==> src/rtl/servant_reset_seq.sv <==
// servant_reset_seq: PLL-lock driven reset sequencer.
// Synchronises and qualifies the lock input, holds resets for a fixed time,
// then releases CHANNELS active-high resets one after another. Loss of lock
// or a software request re-runs the sequence; lock losses seen while running
// are counted in a saturating debug counter.
module servant_reset_seq #(
  parameter int CHANNELS    = 2,
  parameter int SYNC_STAGES = 2,
  parameter int LOCK_CYCLES = 16,
  parameter int HOLD_CYCLES = 8,
  parameter int STAGGER     = 4,
  parameter int LOSS_CNT_W  = 8
) (
  input  logic                  i_clk,
  input  logic                  i_rst_n,
  input  logic                  i_locked,
  input  logic                  i_sw_rst,
  output logic [CHANNELS-1:0]   o_rst,
  output logic                  o_ready,
  output logic [LOSS_CNT_W-1:0] o_lock_loss_cnt
);

  // One shared cycle counter covers the longest of the three waits.
  localparam int CNT_MAX0 = (LOCK_CYCLES > HOLD_CYCLES) ? LOCK_CYCLES : HOLD_CYCLES;
  localparam int CNT_MAX  = (CNT_MAX0 > STAGGER) ? CNT_MAX0 : STAGGER;
  localparam int CNT_W    = (CNT_MAX > 1) ? $clog2(CNT_MAX) : 1;
  localparam int IDX_W    = (CHANNELS > 1) ? $clog2(CHANNELS) : 1;

  localparam logic [CNT_W-1:0] LOCK_LAST = CNT_W'(LOCK_CYCLES - 1);
  localparam logic [CNT_W-1:0] HOLD_LAST = CNT_W'(HOLD_CYCLES - 1);
  localparam logic [CNT_W-1:0] STAG_LAST = CNT_W'(STAGGER - 1);
  localparam logic [IDX_W-1:0] IDX_LAST  = IDX_W'(CHANNELS - 1);

  typedef enum logic [1:0] {QUALIFY, HOLD, RELEASE, RUN} state_t;

  state_t                 state;
  logic [CNT_W-1:0]       cnt;
  logic [IDX_W-1:0]       idx;
  logic [SYNC_STAGES-1:0] sync_q;
  logic                   locked_s;

  assign locked_s = sync_q[SYNC_STAGES-1];

  // Lock synchroniser: plain shift chain, oldest sample at the top.
  always_ff @(posedge i_clk or negedge i_rst_n) begin
    if (!i_rst_n) sync_q <= '0;
    else          sync_q <= {sync_q[SYNC_STAGES-2:0], i_locked};
  end

  // Sequencer FSM; lock loss outranks the software request.
  always_ff @(posedge i_clk or negedge i_rst_n) begin
    if (!i_rst_n) begin
      state           <= QUALIFY;
      cnt             <= '0;
      idx             <= '0;
      o_rst           <= '1;
      o_ready         <= 1'b0;
      o_lock_loss_cnt <= '0;
    end else if (state != QUALIFY && !locked_s) begin
      // Lock dropped after qualification: reassert everything, requalify.
      state   <= QUALIFY;
      cnt     <= '0;
      idx     <= '0;
      o_rst   <= '1;
      o_ready <= 1'b0;
      if (state == RUN && o_lock_loss_cnt != '1)
        o_lock_loss_cnt <= o_lock_loss_cnt + 1'b1;
    end else begin
      case (state)
        QUALIFY: begin
          if (!locked_s)              cnt <= '0;
          else if (cnt == LOCK_LAST) begin
            state <= HOLD;
            cnt   <= '0;
          end else                    cnt <= cnt + 1'b1;
        end
        HOLD: begin
          if (cnt == HOLD_LAST) begin
            o_rst[0] <= 1'b0;
            cnt      <= '0;
            if (CHANNELS == 1) begin
              state   <= RUN;
              o_ready <= 1'b1;
            end else begin
              state <= RELEASE;
              idx   <= IDX_W'(1);
            end
          end else cnt <= cnt + 1'b1;
        end
        RELEASE: begin
          if (cnt == STAG_LAST) begin
            cnt        <= '0;
            o_rst[idx] <= 1'b0;
            idx        <= idx + IDX_W'(1);
            if (idx == IDX_LAST) begin
              state   <= RUN;
              o_ready <= 1'b1;
            end
          end else cnt <= cnt + 1'b1;
        end
        RUN: begin
          // Software reset skips requalification since lock is still good.
          if (i_sw_rst) begin
            state   <= HOLD;
            cnt     <= '0;
            o_rst   <= '1;
            o_ready <= 1'b0;
          end
        end
        default: state <= QUALIFY;
      endcase
    end
  end

endmodule

==> config.mk <==
export PLATFORM = sky130hd
export DESIGN_NAME = servant_reset_seq
export DESIGN_NICKNAME = d
export VERILOG_FILES = /design/src/rtl/servant_reset_seq.sv
export SDC_FILE = /design/constraint.sdc
export NUM_CORES = 1
export LEC_CHECK = 0
export ABC_CLOCK_PERIOD_IN_PS = 2100
export BUFFER_PORTS_ARGS = -buffer_cell sky130_fd_sc_hd__buf_2
export CORE_MARGIN = 8
export CORE_UTILIZATION = 50
export DETAILED_ROUTE_END_ITERATION = 8
export GPL_ROUTABILITY_DRIVEN = 0
export HOLD_SLACK_MARGIN = 0.08
export PLACE_DENSITY = 0.85
export SYNTH_ARGS = -nofsm -noshare
export SYNTH_HDL_FRONTEND = slang
export SYNTH_SLANG_ARGS = --single-unit
==> constraint.sdc <==
create_clock -name i_clk -period 2.1 [get_ports i_clk]
set_input_delay 0.42 -clock i_clk [delete_from_list [all_inputs] [get_ports i_clk]]
set_output_delay 0.42 -clock i_clk [all_outputs]
set_load 0.1 [all_outputs]
# == Word level (Yosys, flattened, before mapping) ==
# Index checks and enable logic that the tools add are counted.
# word_totals
reg_bits,20
inputBits,4
out_inout_bits,11
# classes
n_addsub,3
n_lt_le_gt_ge,2
n_eq_ne,13
n_mux,32
n_bitwise,2
reduce_logical,15
# ops
cell,n
$mux W4,6
$mux W2,10
$ne A3 B3 Y1 const B,6
$pmux W4 S4,1
$mux W1,9
$add A8 B1 Y8 const B,1
$ne A8 B8 Y1 const B,1
$pmux W2 S4,1
$reduce_and A4 Y1,2
$pmux W1 S2,3
$reduce_and A3 Y1,2
$reduce_and A6 Y1,1
$reduce_bool A3 Y1,2
$add A4 B1 Y4 const B,1
$eq A2 B2 Y1 const B,2
$eq A4 B2 Y1 const B,1
$eq A4 B3 Y1 const B,1
$eq A4 B4 Y1 const B,1
$reduce_bool A4 Y1,1
$logic_and A1 B1 Y1,3
$pmux W1 S3,1
$and A2 B2 Y2,1
$eq A2 B1 Y1 const B,1
$logic_not A2 Y1,1
8 further kinds,8

# == Logic depth before layout (Yosys ltp) ==
# Gate-level depths: netlist of run 1.
# depth
depth_word,9
ltp_mapped,9
depth_no_buf,7

# == Least setup slack after synthesis of run 1 ==
# Ideal clock, no wire load.
# synth_timing
path_type,reg-to-reg
start,reg o_lock_loss_cnt[0]
end,reg o_lock_loss_cnt[7]
arrival_time_ns,2.272
t_required_ns,1.940
slack_ns,-0.332
path_stages_with_launch,7
path_buffers,0
cell_sequence,dfrtp_1 ha_1 and3_2 a311oi_4 and4_4 nand3_1 xnor2_1
# synth_between
elab_chain_len,3
word_cells_on_any_way,4
classes_between,add/sub (1); eq/ne (1); reduce/logical (2)
# synth_rtl
item,line,rtl
"start, declared",20,output logic [LOSS_CNT_W-1:0] o_lock_loss_cnt
"start signal, assigned",67,o_lock_loss_cnt <= o_lock_loss_cnt + 1'b1;
"parallel branches: the longest is 3 deep, another holds $add A8 B1 Y8",n/a,
# Several ways; the timed one is not identified.
# A chain may end at the register's enable or synchronous reset.

# == Worst setup path after layout of run 1 ==
# layout_timing
start,reg state[0]
end,reg cnt[3]
# layout_between
elab_chain_len,3
word_cells_on_any_way,9
classes_between,eq/ne (4); mux (2); reduce/logical (3)
# layout_rtl
item,line,rtl
"start, declared",36,state_t state;
"start signal, assigned",53,state <= QUALIFY;
"start signal, assigned",61,state <= QUALIFY;
"start signal, assigned",73,state <= HOLD;
$eq A2 B2 Y1 (tied with other cells),69,case (state)
$pmux W4 S4 or $logic_and A1 B1 Y1 (tied branches),"69, 59",
$mux W4 or $ne A3 B3 Y1 (tied branches),n/a,
"end signal, assigned",75,end else cnt <= cnt + 1'b1;
"end signal, assigned",88,end else cnt <= cnt + 1'b1;
"end signal, assigned",99,end else cnt <= cnt + 1'b1;
"end, declared",37,logic [CNT_W-1:0] cnt;
# Several ways; a longest one is shown, not always the timed one.

==> results of run 1 <==
## cells by family (layout without fill, tap and decap cells)
| group | Yosys count | count (layout) |
|---|---|---|
| AO/OA/AOI/OAI | 28 | 28 |
| multiplexers | 3 | 3 |
| adder cells (fa/ha/maj) | 6 | 6 |
| AND/OR/NAND/NOR | 46 | 46 |
| flip-flops | 20 | 20 |
| buffers and inverters | 10 | 27 |
| XOR/XNOR | 7 | 7 |
## flip-flops by register name, summed over array words and instances (netlist names)
register / flops
idx: 1
o_ready: 1
o_rst: 2
sync_q: 2
o_lock_loss_cnt: 8
state: 2
cnt: 4
## Yosys cell counts, drive strengths merged
cell type / instances / area share (%)
dfstp: 2 / 4.4
xor2: 2 / 1.5
o21a: 1 / 0.64
inv: 4 / 1.3
a311o: 1 / 0.95
a221o: 1 / 0.85
and4: 1 / 0.95
mux2i: 1 / 0.85
nor4: 1 / 0.53
or2: 1 / 0.53
a22oi: 1 / 0.64
o211ai: 4 / 2.5
a22o: 2 / 1.7
clkbuf: 4 / 1.3
nand4: 3 / 1.6
dfrtp: 18 / 38
and3: 2 / 1.2
buf: 2 / 1.9
o21ai: 4 / 1.7
xnor2: 5 / 3.7
ha: 6 / 6.3
nand3: 8 / 3.4
a211oi: 1 / 0.64
nand3b: 1 / 0.64
a311oi: 1 / 2.2
nand2b: 2 / 1.1
a21oi: 5 / 2.1
mux2: 2 / 1.9
a2bb2oi: 1 / 0.74
a21o: 2 / 1.4
nand2: 13 / 4.1
a21bo: 1 / 0.85
o31ai: 3 / 1.9
nor2b: 3 / 1.6
nor3b: 1 / 0.64
or3: 2 / 1.2
nor2: 8 / 2.5
## area by class of cell
cell class                      count  area, µm²  share of cell area (%)
Clock buffer                        4       36.3                    2.66
Inverter                            4       15.0                    1.10
Multi-Input combinational cell     90        651                    47.7
Sequential cell                    20        518                    37.9
Tap cell                           28       35.0                    2.57
Timing Repair Buffer               19        110                    8.07
## metal layers
metal	part of all wire [%]	vias up
met4	0.85	0
met2	52	35
met3	5.8	3
met1	41	465
met5	0	-
li1	-	464
## stage by stage
| step | instances | utilization, % |
|---|---|---|
| CTS | 165 | 60.9 |
| global route | 165 | 61.1 |
| detailed placement | 160 | 58.8 |
| finish | 165 | 61.1 |
| floorplan | 120 | - |
| global placement | 160 | 58.8 |
## power groups by stage
stage          logic, W  clock network [W]  registers [W]
2_1_floorplan  0.000535                  0       0.000834
3_3_place_gp   0.000913                  0       0.000594
3_5_place_dp   0.000939                  0       0.000606
4_1_cts        0.000945           0.000233       0.000598
5_1_grt         0.00105           0.000249       0.000617
6_report       0.000961           0.000228       0.000601
## worst max-delay path by stage
stage / startpoint / to / slack, ps / cells past startpoint
2_1_floorplan: state[0]$_DFFE_PN0P_ / o_lock_loss_cnt[5]$_DFFE_PN0P_ / 0.7 / 9
3_3_place_gp: state[1]$_DFFE_PN0P_ / cnt[3]$_DFFE_PN0N_ / 200 / 7
3_5_place_dp: state[1]$_DFFE_PN0P_ / cnt[3]$_DFFE_PN0N_ / 70 / 7
4_1_cts: state[1]$_DFFE_PN0P_ / cnt[3]$_DFFE_PN0N_ / 40 / 7
5_1_grt: state[0]$_DFFE_PN0P_ / cnt[3]$_DFFE_PN0N_ / 20 / 7
6_report: state[0]$_DFFE_PN0P_ / cnt[3]$_DFFE_PN0N_ / 150 / 7
## timing repair
action                                 in CTS  in global routing
hold buffers                                1                  0
resized for setup                           0                  3
setup endpoints to repair                   0                  1
endpoints found under the hold margin      18                  0
==> out/summary.txt, run 1 <==
Post-Route WL: 2590 µm
Max-Cap Viols: 0
Detailed Place HPWL: 1920 µm
Post-CTS Setup Inserts: 0
sw power: 0.000867 W
hold depth: 1
fmax: 513 MHz
YS warnings: 0
GR Util met3: 3.44%
met1 Use GR: 15.7%
Leak: 0.614 nW
# IOs: 15
Syn Std Cell Area: 0.00118 mm²
first-pass GRT wire length: 4530 µm
Core Region: 0.00223 mm²
final setup vio count: 0
die footprint: 0.00418 mm²
Hold Fails Final Rpt: 0
Compound-Gate Fraction of Synth Area: 18.8%
Pwr Density: 1310 mW/mm²
most common cell after layout, fill and taps aside: buf_2
Final nets: 148
Fill cells: 181
TritonCTS sink count: 20
Reg2Reg Depth: 7
vias: 967
DR vias/cell: 5.86
crit-path max cell delay: 470 ps
Post-Synth Adder-Cell Area: 6.35%
Sequential Power Share: 33.6%
Worst path top cell family by delay: compound AO/OA/AOI/OAI gates
Final Instance Area: 0.00137 mm²
mux share of post-synthesis cell area: 2.75%
worst-case clock buffer depth: 2
Yosys reg bits: 20
outcome: finished clean
clock power share: 12.7%
CP startpoint kind: flop
Cell Rows: 17
Antenna diodes: 0
Total GRT Usage: 13.1%
Hold WS: 205 ps
share of total power in combinational logic: 53.7%
switching share of power: 48.5%
Syn Area/Cell: 9.85 µm²
CP required: 2300 ps
Worst Setup End Kind: flop
area delta synth->final: 15.4%
PortBufs: 14
critical path type: reg2reg
hold_sp: i_locked
1st-pass router iterations: 4
worst slew pin tran: 495 ps
drt drc: 0
Root Buffer: clkbuf_4
slew margin rel.: 67.2%
total gr overflow: 0
Syn Nets: 130
initial core utilization: 52.9%
sequence of cells on the critical path: inv_2 > ha_1 > mux2i_2 > a21oi_1 > o21ai_1 > nor4_1 > a311o_2
Post-Synth XOR/XNOR Area: 5.19%
synthesized instance count: 120
Max Slew Vio Count: 0
post-route ant nets: 0
RR Startpoint: state[0]$_DFFE_PN0P_
final worst path period need: 1950 ps
post-route clock period utilization: 92.8%
Die H: 64.6 µm
Clk Latency, worst-skew pair: 310 ps
Detailed Route Iter0 Violations: 35
worst endpoint data arrival time: 2150 ps
H-tree level count: 1
Register-to-Register Setup Slack: 150 ps
worst hold endpoint: sync_q[0]$_DFF_PN0_
Die X-Extent: 64.6 µm
TNS Setup: 0 ps
largest family of logic cells by synthesized area: simple AND/OR/NAND/NOR gates
initial antenna violation count: 0
Min-Delay Path Class: in2reg
final worst setup slack: 152 ps
Critical path buffers and inverters: 1
worst slack, placed: 65.1 ps
TritonCTS clock tree: built
vias in the first global route: 974
post-synth cell types: 40
Max VDD drop: 0.930 mV
share of cells above drive strength 1: 35.8%
largest net degree at the start of global routing: 21
RSZ-0062 raised after global routing: no
Cell Int Power: 0.000922 W
area fraction in and, or, nand and nor cells after synthesis: 19.9%
met2 usage: 21.6%
Area after DPL: 0.00131 mm²
Design Power: 0.00179 W
commonest non-fill, non-tap cells in the layout: 14 x buf_2, 13 x nand2_1, 10 x dfrtp_1, 8 x nor2_1, 7 x nand3_1
post-synthesis sequential area ratio: 42.5%
clk slew on worst S/H paths: 110 ps
CP Max Fanout: 6
clk_skew: 5.80 ps
Routed WL per cell: 15.7 µm
Slowest-stage cell, CP: dfrtp_1
FF-to-FF End: cnt[3]$_DFFE_PN0N_
CTS buffer count: 3
busiest layer in global routing: met2
Note: power is estimated with default switching activity, not from simulation.
==> inputs of run 2 (changes only) <==
--- a/config.mk
+++ b/config.mk
@@ -5,14 +5,15 @@
 export SDC_FILE = /design/constraint.sdc
 export NUM_CORES = 1
 export LEC_CHECK = 0
+export ABC_AREA = 1
 export ABC_CLOCK_PERIOD_IN_PS = 2100
 export BUFFER_PORTS_ARGS = -buffer_cell sky130_fd_sc_hd__buf_2
 export CORE_MARGIN = 8
-export CORE_UTILIZATION = 50
+export CORE_UTILIZATION = 52
 export DETAILED_ROUTE_END_ITERATION = 8
 export GPL_ROUTABILITY_DRIVEN = 0
 export HOLD_SLACK_MARGIN = 0.08
-export PLACE_DENSITY = 0.85
+export PLACE_DENSITY = 0.87
 export SYNTH_ARGS = -nofsm -noshare
 export SYNTH_HDL_FRONTEND = slang
 export SYNTH_SLANG_ARGS = --single-unit
==> out/summary.txt, run 2 <==
total gr overflow: 0 (unchanged)
post-synthesis sequential area ratio: 37.6% (was 42.5%)
CTS buffer count: 3 (unchanged)
Worst path top cell family by delay: flip-flops (was compound AO/OA/AOI/OAI gates)
top cells by count, synth: 57 x nand2_1, 18 x dfrtp_1, 17 x nand3_1 (was 18 x dfrtp_1, 13 x nand2_1, 8 x nand3_1, 8 x nor2_1, 6 x ha_1)
# IOs: 15 (unchanged)
CP Max Fanout: 3 (was 6)
Detailed Place HPWL: 2020 µm (was 1920 µm)
RSZ-0062 raised after global routing: no (unchanged)
Worst Setup End Kind: output pin (was flop)
Top reg by flops: o_lock_loss_cnt (unchanged)
area delta synth->final: 10.4% (was 15.4%)
Pwr Density: 1280 mW/mm² (was 1310 mW/mm²)
Largest register FFs: 8 (unchanged)
biggest regs: o_lock_loss_cnt (8), cnt (4) (unchanged)
Detailed Route Iter0 Violations: 71 (was 35)
Syn Nets: 178 (was 130)
mux share of post-synthesis cell area: 0% (was 2.75%)
crit-path max cell delay: 560 ps (was 470 ps)
clock power share: 10.1% (was 12.7%)
Area after DPL: 0.00144 mm² (was 0.00131 mm²)
Hold WS: 220 ps (was 205 ps)
vias: 1105 (was 967)
Final Instance Area: 0.00148 mm² (was 0.00137 mm²)
commonest non-fill, non-tap cells in the layout: 57 x nand2_1, 18 x dfrtp_1, 17 x nand3_1, 14 x inv_1, 14 x buf_2 (was 14 x buf_2, 13 x nand2_1, 10 x dfrtp_1, 8 x nor2_1, 7 x nand3_1)
Post-Synth Adder-Cell Area: 5.61% (was 6.35%)
share of total power in combinational logic: 59.0% (was 53.7%)
Post-CTS Setup Inserts: 0 (unchanged)
Hold Fails Final Rpt: 0 (unchanged)
non-filler cells, final: 216 (was 165)
FFs w/ async S/R, synth: 100% (unchanged)
most common cell after layout, fill and taps aside: nand2_1 (was buf_2)
Critical path buffers and inverters: 1 (unchanged)
Sequential Power Share: 30.8% (was 33.6%)
worst endpoint data arrival time: 1280 ps (was 2150 ps)
initial antenna violation count: 0 (unchanged)
share of the synthesized area in the top cell type: 33.6% (was 38.1%)
Post-Synth XOR/XNOR Area: 3.83% (was 5.19%)
Min-Delay Path Class: in2reg (unchanged)
die footprint: 0.00445 mm² (was 0.00418 mm²)
Leak: 0.789 nW (was 0.614 nW)
Fill cells: 225 (was 181)
post-route clock period utilization: 81.1% (was 92.8%)
Cell Rows: 18 (was 17)
TNS Setup: 0 ps (unchanged)
Antenna diodes: 0 (unchanged)
largest family of logic cells by synthesized area: simple AND/OR/NAND/NOR gates (unchanged)
CP startpoint kind: flop (unchanged)
worst slack, placed: 496 ps (was 65.1 ps)
synthesized instance count: 168 (was 120)
Die X-Extent: 66.7 µm (was 64.6 µm)
Die H: 66.7 µm (was 64.6 µm)
switching share of power: 54.5% (was 48.5%)
1st-pass router iterations: 4 (unchanged)
TritonCTS clock tree: built (unchanged)
CP required: 1680 ps (was 2300 ps)
Final nets: 197 (was 148)
worst slew pin tran: 495 ps (about the same)
post-synth top area cell: dfrtp_1 (unchanged)
slew margin rel.: 67.2% (about the same)
Cells after DPL: 211 (was 160)
ys flop type: dfrtp_1 (unchanged)
final worst path period need: 1700 ps (was 1950 ps)
Syn Std Cell Area: 0.00134 mm² (was 0.00118 mm²)
Yosys reg bits: 20 (unchanged)
DR vias/cell: 5.12 (was 5.86)
Max VDD drop: 0.855 mV (was 0.930 mV)
Post-synth EDFFs: 0 (unchanged)
Cell Int Power: 0.000863 W (was 0.000922 W)
initial core utilization: 54.5% (was 52.9%)
final worst setup slack: 398 ps (was 152 ps)
Compound-Gate Fraction of Synth Area: 4.67% (was 18.8%)
final setup vio count: 0 (unchanged)
largest net degree at the start of global routing: 21 (unchanged)
post-synth cell types: 28 (was 40)
Clk Latency, worst-skew pair: 300 ps (was 310 ps)
Syn Area/Cell: 7.97 µm² (was 9.85 µm²)
Slowest-stage cell, CP: dfstp_2 (was dfrtp_1)
share of cells above drive strength 1: 23.7% (was 35.8%)
first-pass GRT wire length: 4690 µm (was 4530 µm)
Max-Cap Viols: 0 (unchanged)
worst-case clock buffer depth: 2 (unchanged)
Core Region: 0.00245 mm² (was 0.00223 mm²)
outcome: finished clean (unchanged)
clk_skew: 6.15 ps (was 5.80 ps)
fmax: 588 MHz (was 513 MHz)
sw power: 0.00103 W (was 0.000867 W)
YS warnings: 0 (unchanged)
PortBufs: 14 (unchanged)
clk slew on worst S/H paths: 110 ps (about the same)
Root Buffer: clkbuf_4 (unchanged)
top cells by area, synth: dfrtp_1 34%, nand2_1 16%, nand3_1 6.4% (was dfrtp_1 38%, ha_1 6.3%, dfstp_2 4.4%)
most instantiated library cell after synthesis: nand2_1 (was dfrtp_1)
vias in the first global route: 1139 (was 974)
Routed WL per cell: 11.8 µm (was 15.7 µm)
Max Slew Vio Count: 0 (unchanged)
critical path type: reg2out (was reg2reg)
area fraction in and, or, nand and nor cells after synthesis: 42.1% (was 19.9%)
post-route ant nets: 0 (unchanged)
drt drc: 0 (unchanged)
sequence of cells on the critical path: buf_2 (was inv_2 > ha_1 > mux2i_2 > a21oi_1 > o21ai_1 > nor4_1 > a311o_2)
TritonCTS sink count: 20 (unchanged)
H-tree level count: 1 (unchanged)
Post-Route WL: 2540 µm (was 2590 µm)
Total GRT Usage: 13.0% (was 13.1%)
[run 2: cell types whose count changed in the layout (fill, tap and decap cells not counted), sizes merged, moves of 4 or more]
cell	previous run	this run
nand2	13	66
inv	4	19
nand3	8	19
nor2	8	15
buf	18	14
o211ai	4	0
[run 2: final cells by class]
cell class                      count  area, µm²  share of cell area, %
Multi-Input combinational cell    128        752                   50.9
Clock buffer                        4       26.3                   1.78
Inverter                           19       78.8                   5.33
Timing Repair Buffer               15       80.1                   5.42
Tap cell                           30       37.5                   2.54
Sequential cell                    20        503                   34.0
[run 2: routing by layer]
metal | global-route usage [%] | vias up | wire length [µm]
met1 | 13.6 | 508 | 1090
met2 | 24.4 | 22 | 1300
met5 | 0 | - | 0
li1 | - | 568 | -
met3 | 2.85 | 7 | 104
met4 | 4.80 | 0 | 50
[run 2: path summary, 6_finish.rpt]
check	start	endpoint	slack [ps]	depth (start not counted)
min	i_locked	sync_q[0]$_DFF_PN0_	220	1
max in group asynchronous	i_rst_n	o_rst[0]$_DFFE_PN1P_	1180	2
min reg2reg	sync_q[0]$_DFF_PN0_	sync_q[1]$_DFF_PN0_	360	0
max	o_rst[0]$_DFFE_PN1P_	o_rst[0]	400	1
min in group asynchronous	i_rst_n	cnt[2]$_DFFE_PN0N_	580	2
max reg2reg	state[0]$_DFFE_PN0P_	state[0]$_DFFE_PN0P_	490	10
[run 2: power groups by stage]
stage	logic [W]	registers, W	clock network, W
6_report	0.00112	0.000585	0.000192
5_1_grt	0.00123	0.000605	0.000218
4_1_cts	0.00114	0.000586	0.000194
3_5_place_dp	0.00112	0.000593	0
3_3_place_gp	0.00110	0.000586	0
2_1_floorplan	0.000649	0.000879	0
[run 2: cells by family (layout without fill, tap and decap cells)]
group / count (synthesis) / after routing
AOI/OAI and AO/OA: 11 / 11
xor gates and xnor gates: 5 / 5
adders and majority gates: 6 / 6
buffers and inverters: 20 / 38
DFF: 20 / 20
and+or+nand+nor: 106 / 106
[run 2: through the flow]
step	power [W]	utilization, %
detailed placement	0.00172	58.7
CTS	0.00192	60.2
global route	0.00206	60.2
global placement	0.00168	58.7
finish	0.00190	60.2
floorplan	0.00153	-
[run 2: timing repair]
item                      CTS  global route
hold endpoints to repair   18             0
gates resized for setup     0             0
hold buffers                1             0
==> inputs of run 3 (changes only) <==
==> config.mk (replaced) <==
export PLATFORM = sky130hd
export DESIGN_NAME = servant_reset_seq
export DESIGN_NICKNAME = d
export VERILOG_FILES = /design/src/rtl/servant_reset_seq.sv
export SDC_FILE = /design/constraint.sdc
export NUM_CORES = 1
export LEC_CHECK = 0
export ABC_AREA = 0
export ABC_CLOCK_PERIOD_IN_PS = 1700
export BUFFER_PORTS_ARGS = -buffer_cell sky130_fd_sc_hd__buf_2
export CORE_MARGIN = 8
export CORE_UTILIZATION = 56
export DETAILED_ROUTE_END_ITERATION = 8
export GPL_ROUTABILITY_DRIVEN = 0
export HOLD_SLACK_MARGIN = 0.08
export PLACE_DENSITY = 0.9
export SYNTH_ARGS = -nofsm -noshare
export SYNTH_HDL_FRONTEND = slang
export SYNTH_SLANG_ARGS = --single-unit
==> constraint.sdc (replaced) <==
create_clock -name i_clk -period 1.7 [get_ports i_clk]
set_input_delay 0.34 -clock i_clk [delete_from_list [all_inputs] [get_ports i_clk]]
set_output_delay 0.34 -clock i_clk [all_outputs]
set_load 0.1 [all_outputs]
==> out/summary.txt, run 3 (same netlist as run 1, synthesis figures left out) <==
Root Buffer: clkbuf_4 (unchanged)
post-route clock period utilization: 110%
Final nets: 177 (was 197)
Top reg by flops: o_lock_loss_cnt (unchanged)
Post-Route WL: 4490 µm (was 2540 µm)
vias: 1269 (was 1105)
largest net degree at the start of global routing: 21 (unchanged)
Largest register FFs: 8 (unchanged)
Worst Setup End Kind: flop (was output pin)
slew margin rel.: 66.1% (was 67.2%)
clk slew on worst S/H paths: 120 ps (was 110 ps)
initial antenna violation count: 0 (unchanged)
Max VDD drop: 2.05 mV (was 0.855 mV)
switching share of power: 47.8% (was 54.5%)
total gr overflow: 0 (unchanged)
TNS Setup: -994 ps (was 0 ps)
Slowest-stage cell, CP: dfrtp_2 (was dfstp_2)
most common cell after layout, fill and taps aside: buf_4 (was nand2_1)
worst slew pin tran: 512 ps (was 495 ps)
worst slack, placed: -238 ps (was 496 ps)
crit-path max cell delay: 450 ps (was 560 ps)
non-filler cells, final: 193 (was 216)
# IOs: 15 (unchanged)
sequence of cells on the critical path: inv_2 > ha_2 > mux2i_4 > buf_4 > nand3_1 > a21bo_2 > o211ai_1 > o31ai_1 (was buf_2)
initial core utilization: 59.7% (was 54.5%)
drt drc: 0 (unchanged)
post-route ant nets: 0 (unchanged)
Area after DPL: 0.00150 mm² (was 0.00144 mm²)
clock power share: 13.4% (was 10.1%)
share of total power in combinational logic: 62.9% (was 59.0%)
commonest non-fill, non-tap cells in the layout: 32 x buf_4, 13 x nand2_1, 13 x buf_2, 10 x dfrtp_1 (was 57 x nand2_1, 18 x dfrtp_1, 17 x nand3_1, 14 x inv_1, 14 x buf_2)
sw power: 0.00145 W (was 0.00103 W)
Max Slew Vio Count: 0 (unchanged)
Antenna diodes: 0 (unchanged)
Total GRT Usage: 21.6% (was 13.0%)
outcome: complete, but fails checks (was finished clean)
Cells after DPL: 181 (was 211)
Worst path top cell family by delay: compound AO/OA/AOI/OAI gates (was flip-flops)
Die H: 62.0 µm (was 66.7 µm)
Sequential Power Share: 23.7% (was 30.8%)
Critical path buffers and inverters: 2 (was 1)
Detailed Place HPWL: 2310 µm (was 2020 µm)
final worst setup slack: -171 ps (was 398 ps)
Design Power: 0.00304 W (was 0.00190 W)
Final Instance Area: 0.00172 mm² (was 0.00148 mm²)
share of cells above drive strength 1: 58.4% (was 23.7%)
final worst path period need: 1870 ps
CTS buffer count: 3 (unchanged)
area delta synth->final: 45.7% (was 10.4%)
final setup vio count: 11 (was 0)
Hold Fails Final Rpt: 0 (unchanged)
die footprint: 0.00384 mm² (was 0.00445 mm²)
RSZ-0062 raised after global routing: yes (was no)
CP Max Fanout: 6 (was 3)
Cell Rows: 16 (was 18)
Die X-Extent: 62.0 µm (was 66.7 µm)
biggest regs: o_lock_loss_cnt (8), cnt (4) (unchanged)
DR vias/cell: 6.58 (was 5.12)
Leak: 0.793 nW (was 0.789 nW)
vias in the first global route: 1235 (was 1139)
Core Region: 0.00198 mm² (was 0.00245 mm²)
Cell Int Power: 0.00159 W (was 0.000863 W)
PortBufs: 14 (unchanged)
Pwr Density: 1760 mW/mm² (was 1280 mW/mm²)
CP required: 1900 ps (was 1680 ps)
Clk Latency, worst-skew pair: 320 ps (was 300 ps)
first-pass GRT wire length: 5900 µm (was 4690 µm)
Min-Delay Path Class: in2reg (unchanged)
fmax: 534 MHz
H-tree level count: 1 (unchanged)
critical path type: reg2reg (was reg2out)
failing checks: setup timing
CP startpoint kind: flop (unchanged)
Routed WL per cell: 23.2 µm (was 11.8 µm)
clk_skew: 8.49 ps (was 6.15 ps)
worst-case clock buffer depth: 2 (unchanged)
TritonCTS clock tree: built (unchanged)
Detailed Route Iter0 Violations: 144 (was 71)
TritonCTS sink count: 20 (unchanged)
1st-pass router iterations: 4 (unchanged)
Max-Cap Viols: 0 (unchanged)
worst endpoint data arrival time: 2070 ps (was 1280 ps)
## run 3: cell types whose count changed in the layout (fill, tap and decap cells not counted), sizes merged, moves of 4 or more
| cell | before | now |
|---|---|---|
| nand2 | 66 | 13 |
| buf | 14 | 46 |
| inv | 19 | 4 |
| nor2 | 15 | 8 |
| nand3 | 19 | 8 |
| o211ai | 0 | 4 |
## run 3: cell type report
| type | count | area (µm²) |
|---|---|---|
| inverters | 4 | 15.0 |
| clock inverters | 1 | 30.0 |
| clock buffers | 3 | 22.5 |
| repair buffers | 48 | 334 |
| well taps | 27 | 33.8 |
| fillers | 75 | 259 |
| multi-input cells | 90 | 769 |
| flip-flops and latches | 20 | 518 |
## run 3: path summary, 6_finish.rpt
kind,startpoint,endpoint,slack (ps),cells after the start
max in group asynchronous,i_rst_n,o_rst[0]$_DFFE_PN1P_,860,2
min in group asynchronous,i_rst_n,cnt[0]$_DFFE_PN0N_,490,2
max,state[1]$_DFFE_PN0P_,state[0]$_DFFE_PN0P_,-170,8
min,i_locked,sync_q[0]$_DFF_PN0_,120,1
max reg2reg,state[1]$_DFFE_PN0P_,state[0]$_DFFE_PN0P_,-170,8
min reg2reg,sync_q[0]$_DFF_PN0_,sync_q[1]$_DFF_PN0_,380,0
## run 3: stage by stage
| stage | hold WS, ps | utilization, % |
|---|---|---|
| finish | 125 | 86.9 |
| global route | 118 | 86.9 |
| CTS | 129 | 82.3 |
| detailed placement | 308 | 75.7 |
| global placement | 304 | 75.7 |
| floorplan | 44.4 | - |
## run 3: what timing repair did
action                                 CTS  global route
pin swaps                                8             4
setup endpoints to repair               14            16
resized for setup                       10            16
endpoints found under the hold margin   18             0
cloned                                   0             0
hold buffers                             1             0
buffers inserted                         5             2
## run 3: metal layers
metal | track usage, % | wire length [µm]
met4 | 15.6 | 229
met2 | 35.5 | 2080
met1 | 23.4 | 1670
met5 | 0 | 0
met3 | 5.56 | 504
## run 3: worst register-to-register path, delay by kind of cell, from the launching register on
| kind | cells | cell delay (ps) |
|---|---|---|
| AO/OA/AOI/OAI | 3 | 560 |
| adder cells (fa/ha/maj) | 1 | 230 |
| buffers and inverters | 2 | 220 |
| flip-flops | 1 | 450 |
| multiplexers | 1 | 210 |
| AND/OR/NAND/NOR | 1 | 80 |
## run 3: power groups by stage
stage / clock (W) / combinational, W / sequential, W
2_1_floorplan: 0 / 0.000707 / 0.00103
3_3_place_gp: 0 / 0.00140 / 0.000694
3_5_place_dp: 0 / 0.00148 / 0.000710
4_1_cts: 0.000398 / 0.00163 / 0.000700
5_1_grt: 0.000420 / 0.00197 / 0.000727
6_report: 0.000407 / 0.00191 / 0.000719
